File: config.mk
export PLATFORM = sky130hd
export DESIGN_NAME = vc_fifo_bank
export DESIGN_NICKNAME = d
export VERILOG_FILES = /design/src/rtl/wrr_pkg.sv /design/src/rtl/vc_fifo.sv /design/src/rtl/vc_fifo_bank.sv
export SDC_FILE = /design/constraint.sdc
export NUM_CORES = 1
export LEC_CHECK = 0
export BUFFER_PORTS_ARGS = -buffer_cell sky130_fd_sc_hd__buf_4
export CAP_MARGIN = 20
export CORE_MARGIN = 10
export CORE_UTILIZATION = 34
export DETAILED_ROUTE_END_ITERATION = 8
export PLACE_DENSITY = 0.6
export SYNTH_ARGS = -nofsm -noshare
export SYNTH_HDL_FRONTEND = slang
export SYNTH_SLANG_ARGS = --single-unit
File: constraint.sdc
create_clock -name clk -period 3.2 [get_ports clk]
set_clock_uncertainty 0.15 [all_clocks]
set_input_delay 0.64 -clock clk [delete_from_list [all_inputs] [get_ports clk]]
set_output_delay 0.64 -clock clk [all_outputs]
set_load 0.01 [all_outputs]
File: src/rtl/wrr_pkg.sv
`default_nettype none
// ============================================================================
// Module   : wrr_pkg
// Purpose  : Shared constants and types for the weighted-round-robin VC path.
//            NUM_VC        - number of virtual channels
//            vc_id_t       - virtual-channel index type
//            DEFAULT_DEPTH - default per-VC FIFO depth
// Revision : 1.0 - initial release
// ============================================================================
package wrr_pkg;

  localparam int NUM_VC        = 4;
  localparam int DEFAULT_DEPTH = 8;

  typedef logic [1:0] vc_id_t;

endpackage
`default_nettype wire

File: src/rtl/vc_fifo.sv
`default_nettype none
// ============================================================================
// Module   : vc_fifo
// Purpose  : Single 1-bit-wide circular FIFO for one virtual channel.
// Ports    : clk        - clock, rising edge
//            reset      - synchronous, active-low
//            push       - write strobe
//            push_data  - write data bit
//            pop        - read strobe
//            empty/full - occupancy status (state derived, no extra latency)
//            count      - current occupancy, 0..DEPTH
//            head       - entry at the read pointer, 0 while empty
//            ovf_evt    - push rejected because FIFO full (this cycle)
//            unf_evt    - pop rejected because FIFO empty (this cycle)
// Revision : 1.0 - initial release
// ============================================================================
module vc_fifo
  import wrr_pkg::*;
#(
  parameter int  DEPTH = DEFAULT_DEPTH,
  localparam int CW    = $clog2(DEPTH) + 1
) (
  input  logic          clk,
  input  logic          reset,
  input  logic          push,
  input  logic          push_data,
  input  logic          pop,
  output logic          empty,
  output logic          full,
  output logic [CW-1:0] count,
  output logic          head,
  output logic          ovf_evt,
  output logic          unf_evt
);

  localparam int            PW      = $clog2(DEPTH);
  localparam logic [CW-1:0] c_depth = CW'(DEPTH);
  localparam logic [PW-1:0] c_last  = PW'(DEPTH - 1);

  logic          r_mem [DEPTH];
  logic [PW-1:0] r_wr_ptr;
  logic [PW-1:0] r_rd_ptr;
  logic [CW-1:0] r_count;

  logic w_empty;
  logic w_full;
  logic w_pop_ok;
  logic w_push_ok;

  assign w_empty   = (r_count == '0);
  assign w_full    = (r_count == c_depth);
  assign w_pop_ok  = pop && !w_empty;
  // A pop draining a full FIFO frees a slot in the same cycle.
  assign w_push_ok = push && (!w_full || w_pop_ok);

  assign ovf_evt = push && !w_push_ok;
  assign unf_evt = pop && w_empty;

  always_ff @(posedge clk) begin
    if (!reset) begin
      r_wr_ptr <= '0;
      r_rd_ptr <= '0;
      r_count  <= '0;
    end else begin
      if (w_push_ok) begin
        r_wr_ptr <= (r_wr_ptr == c_last) ? '0 : r_wr_ptr + 1'b1;
      end
      if (w_pop_ok) begin
        r_rd_ptr <= (r_rd_ptr == c_last) ? '0 : r_rd_ptr + 1'b1;
      end
      case ({w_push_ok, w_pop_ok})
        2'b10:   r_count <= r_count + 1'b1;
        2'b01:   r_count <= r_count - 1'b1;
        default: r_count <= r_count;
      endcase
    end
  end

  // Storage carries no reset; stale entries are masked by the count.
  always_ff @(posedge clk) begin
    if (reset && w_push_ok) begin
      r_mem[r_wr_ptr] <= push_data;
    end
  end

  assign empty = w_empty;
  assign full  = w_full;
  assign count = r_count;
  assign head  = w_empty ? 1'b0 : r_mem[r_rd_ptr];

endmodule
`default_nettype wire

File: src/rtl/vc_fifo_bank.sv
`default_nettype none
// ============================================================================
// Module   : vc_fifo_bank
// Purpose  : Bank of NUM_VC 1-bit virtual-channel FIFOs with one shared
//            read port selected by the downstream arbiter grant.
// Ports    : clk         - clock, rising edge
//            reset       - synchronous, active-low
//            push_en     - per-VC write strobes
//            push_data   - per-VC write data bits
//            pop_en      - read strobe (arbiter grant valid)
//            pop_vc      - VC being read (arbiter grant id)
//            Data_Word   - head bit of each VC, 0 while that VC is empty
//            fifo_empty  - per-VC empty
//            fifo_full   - per-VC full
//            almost_full - per-VC occupancy >= AF_THR
//            ovf_err     - sticky overflow flag
//            unf_err     - sticky underflow flag
// Config   : VC_FIFO_ALMOST_FULL_EN - enables the almost_full comparators;
//            when undefined almost_full is tied to zero.
// Revision : 1.0 - initial release
// ============================================================================
module vc_fifo_bank
  import wrr_pkg::*;
#(
  parameter int DEPTH  = DEFAULT_DEPTH,
  parameter int AF_THR = 6
) (
  input  logic              clk,
  input  logic              reset,
  input  logic [NUM_VC-1:0] push_en,
  input  logic [NUM_VC-1:0] push_data,
  input  logic              pop_en,
  input  vc_id_t            pop_vc,
  output logic [NUM_VC-1:0] Data_Word,
  output logic [NUM_VC-1:0] fifo_empty,
  output logic [NUM_VC-1:0] fifo_full,
  output logic [NUM_VC-1:0] almost_full,
  output logic              ovf_err,
  output logic              unf_err
);

  localparam int CW = $clog2(DEPTH) + 1;

  logic [NUM_VC-1:0]         w_pop;
  logic [NUM_VC-1:0]         w_ovf;
  logic [NUM_VC-1:0]         w_unf;
  logic [NUM_VC-1:0][CW-1:0] w_count;

  logic r_ovf_err;
  logic r_unf_err;

  for (genvar i = 0; i < NUM_VC; i++) begin : g_vc
    assign w_pop[i] = pop_en && (pop_vc == vc_id_t'(i));

    vc_fifo #(
      .DEPTH (DEPTH)
    ) u_fifo (
      .clk       (clk),
      .reset     (reset),
      .push      (push_en[i]),
      .push_data (push_data[i]),
      .pop       (w_pop[i]),
      .empty     (fifo_empty[i]),
      .full      (fifo_full[i]),
      .count     (w_count[i]),
      .head      (Data_Word[i]),
      .ovf_evt   (w_ovf[i]),
      .unf_evt   (w_unf[i])
    );

`ifdef VC_FIFO_ALMOST_FULL_EN
    assign almost_full[i] = (w_count[i] >= CW'(AF_THR));
`endif
  end

`ifndef VC_FIFO_ALMOST_FULL_EN
  // Occupancy has no consumer in this build.
  logic w_unused_count;
  assign w_unused_count = ^w_count;
  assign almost_full    = '0;
`endif

  always_ff @(posedge clk) begin
    if (!reset) begin
      r_ovf_err <= 1'b0;
      r_unf_err <= 1'b0;
    end else begin
      if (|w_ovf) r_ovf_err <= 1'b1;
      if (|w_unf) r_unf_err <= 1'b1;
    end
  end

  assign ovf_err = r_ovf_err;
  assign unf_err = r_unf_err;

endmodule
`default_nettype wire

==> results.txt <==
* Effective utilization at floorplan: 0.344
- Unique masters post-synth: 60
* Detailed router's first-iteration violation count: 128
- The worst setup path is launched from an input pin.
* CTS buffer count: 9
- Post-route clock period utilization: 0.853
* Layout overhead on the synthesized area: 14.5%
* Weighted congestion at the end of routability-driven global placement: 0.767
- Clock-pin slew was measured on the worst setup and hold paths at 0.06 ns.
* I/O Pins: 31
- Static timing analysis puts the maximum clock frequency at 0.366 GHz.
* Synthesized area divided by synthesized cell count: 10.6 µm²
- Transition at the pin with the smallest max-transition slack: 0.662 ns
- The detail route stage leaves a number of antenna-violating nets equal to 0.
- Cell type with the highest aggregate area in the netlist: sky130_fd_sc_hd__dfxtp_1
* CTS root buffer: sky130_fd_sc_hd__clkbuf_16
- Post-synth EDFFs: 32
- Of the cells placed in the final design, the portion with a size suffix greater than 1 is 0.168.
* Largest cells by area after synthesis: sky130_fd_sc_hd__dfxtp_1, sky130_fd_sc_hd__edfxtp_1, sky130_fd_sc_hd__ha_1
- At the worst endpoint, the arrival time is 2.85 ns.
- The synthesized netlist occupies a cell area of 4310 µm².
- Global router's overall resource usage: 0.0990
- Critical path peak fanout: 7
* Total iterations of the first detailed-routing run: 4
- #FFs+latches synth: 86
- The number of gates resized after CTS was 0.
* Final HPWL DP: 6200 µm
* FFs w/ async S/R, synth: 0
- Area share of the largest cell type after synthesis: 0.251
- Hold buffer count at cts: 0
- NumNets Final: 471
- The number of max-slew violations in the final report came to 0.
- Post-route insts no fill: 606
- 0 antenna diodes ended up in the layout.
- CTS max path bufs: 2
- RSZ-0062 raised after global routing: no
- In this run, placement finished with an instance count of 591.
- From left edge to right edge, the die measures 133 µm.
- Time the final worst path needs with I/O delays and setup: 2.73 ns
- Summed over all failing endpoints, the final setup total negative slack is 0 ns.
- Most used DFF post-synth: sky130_fd_sc_hd__dfxtp_1
- The library cells used most frequently in the layout, excluding fill and tap cells, are sky130_fd_sc_hd__nor2_1, sky130_fd_sc_hd__dfxtp_1, sky130_fd_sc_hd__buf_4, sky130_fd_sc_hd__edfxtp_1, sky130_fd_sc_hd__ha_1.
- Total number of clock tree sinks: 86
* Most common cell after layout, fill and taps aside: sky130_fd_sc_hd__nor2_1
- Antenna violations before repair: 0
- The total overflow left after global routing is 0.
- Critical Path End Type: flip-flop
- The worst hold path belongs to the class flip-flop to flip-flop.
- Average wire per cell in the routed design: 13.7 µm
- At the worst endpoint, the required time is 3.32 ns.
- Largest net degree at the start of global routing: 35
* Area of combinational cells with multiple inputs: 2080 µm²
* Std-Cell Core Area: 12500 µm²
* Row Count: 41
- Total leakage power: 1.93 nW
- Floorplan die area: 17600 µm²
* Port Buffers: 26
* Result of the run: finished, final reports clean
- Via count of the first global-routing pass: 2983
- Buffers added to address setup during post-CTS repair amount to 0.
- Largest vdd supply drop: 0.240 mV
- The share of the Yosys chip area taken by registers is 0.474.
- Summed over all layers, the routed wires come to 8300 µm.
* Total number of vias: 2923
* Relative slew margins: 0.552
- The final-report hold violation count was 0.
* Total of fill cells in the finished design: 1231
- DRC viols: 0
- Vertical extent of the die: 133 µm
- H-tree level count: 3
- First-pass GRT wire length: 14400 µm
* Kind of critical path: input pin to flip-flop
* Number of warnings reported in the yosys synthesis log: 0
- The tool flagged a number of max-cap violations equal to 0.
* Worst-skew pair later-pin latency: 0.33 ns
- Register area: 2040 µm²
- Count of endpoints failing setup in the final report: 0
- Power Density: 545 nW/µm²
- Dividing the detail-routed via count by the number of cells gives 4.82.
* Clock tree from TritonCTS: yes
- In the synthesized netlist, the number of instances is 405.
-- routing by layer --
metal | wire [µm] | global-route usage | vias up
li1 | - | - | 1483
met1 | 3500 | 0.108 | 1392
met2 | 4400 | 0.178 | 33
met3 | 245 | 0.0295 | 15
met4 | 146 | 0.0355 | 0
met5 | 0 | 0 | -
-- layout make-up --
cell class / count / share of cell area
flip-flops and latches: 86 / 0.414
well taps: 172 / 0.0436
clock buffers: 11 / 0.0472
inverters: 12 / 0.00913
clock inverters: 4 / 0.00989
repair buffers: 36 / 0.0548
multi-input cells: 285 / 0.421
-- critical path, stage by stage --
cell	delay [ns]
sky130_fd_sc_hd__buf_4	0.13
sky130_fd_sc_hd__or3b_1	0.44
sky130_fd_sc_hd__or2_1	0.28
sky130_fd_sc_hd__inv_1	0.13
sky130_fd_sc_hd__ha_1	0.21
sky130_fd_sc_hd__xor2_1	0.18
sky130_fd_sc_hd__ha_1	0.18
sky130_fd_sc_hd__a21oi_1	0.05
sky130_fd_sc_hd__xor2_1	0.16
sky130_fd_sc_hd__or3_1	0.30
sky130_fd_sc_hd__a21oi_1	0.14
-- through the flow --
stage | instance area [µm²] | utilization | power (W) | hold WS, ns | setup slack, ns
finish | 4930 | 0.394 | 0.00269 | 0.342 | 0.471
floorplan | 4320 | - | 0.00159 | 0.300 | 0.347
global route | 4930 | 0.394 | 0.00283 | 0.374 | 0.342
global placement | 4650 | 0.372 | 0.00170 | 0.324 | 0.214
detailed placement | 4650 | 0.372 | 0.00172 | 0.337 | 0.143
CTS | 4930 | 0.394 | 0.00273 | 0.343 | 0.479
-- power by group --
group | switching [W] | internal, W | total (W) | leakage (nW)
sequential | 0.0000695 | 0.00118 | 0.00125 | 0.728
clock | 0.000401 | 0.000599 | 0.00100 | 0.139
combinational | 0.000225 | 0.000211 | 0.000436 | 1.06
total | 0.000695 | 0.00199 | 0.00269 | 1.93
-- path summary, 6_finish.rpt --
check | start | to | slack [ns] | depth (start not counted)
worst max-delay path | pop_vc[1] | g_vc[0].u_fifo.count[2]$_SDFFE_PN0P_ | 0.47 | 11
worst min-delay path | g_vc[0].u_fifo.r_rd_ptr[1]$_SDFFE_PN0P_ | flip-flop | 0.34 | 2
worst max register to register | g_vc[0].u_fifo.count[0]$_SDFFE_PN0P_ | g_vc[0].u_fifo.count[2]$_SDFFE_PN0P_ | 0.66 | 10
worst min register to register | g_vc[0].u_fifo.r_rd_ptr[1]$_SDFFE_PN0P_ | flip-flop | 0.34 | 2
-- Yosys cell counts (all sizes together), types with 2 or more instances --
master  count
fa          2
nor2b       2
o21ai      13
a21oi      23
nor2       58
nor4        3
nor4b       4
xor2        6
dfxtp      54
nand3b     10
edfxtp     32
a22oi       2
nor3       11
and3b       2
xnor2       2
or3         7
nand2      24
nand2b     14
clkbuf      8
mux2i      25
and3        3
inv        11
mux4        8
a21boi      3
ha         26
buf        17
nand3      12
-- kinds of logic (layout without fill, tap and decap cells) --
kind of cell / count (synthesis) / in the layout / synth area share
flops: 86 / 86 / 0.474
simple gates: 157 / 157 / 0.195
compound gates: 54 / 54 / 0.0801
buf+inv: 37 / 63 / 0.0465
other cells: 1 / 4 / 0.000870
fa+ha+maj: 28 / 28 / 0.0848
xor+xnor: 8 / 8 / 0.0163
mux: 34 / 34 / 0.102
Power figures use the tool's default switching activity.
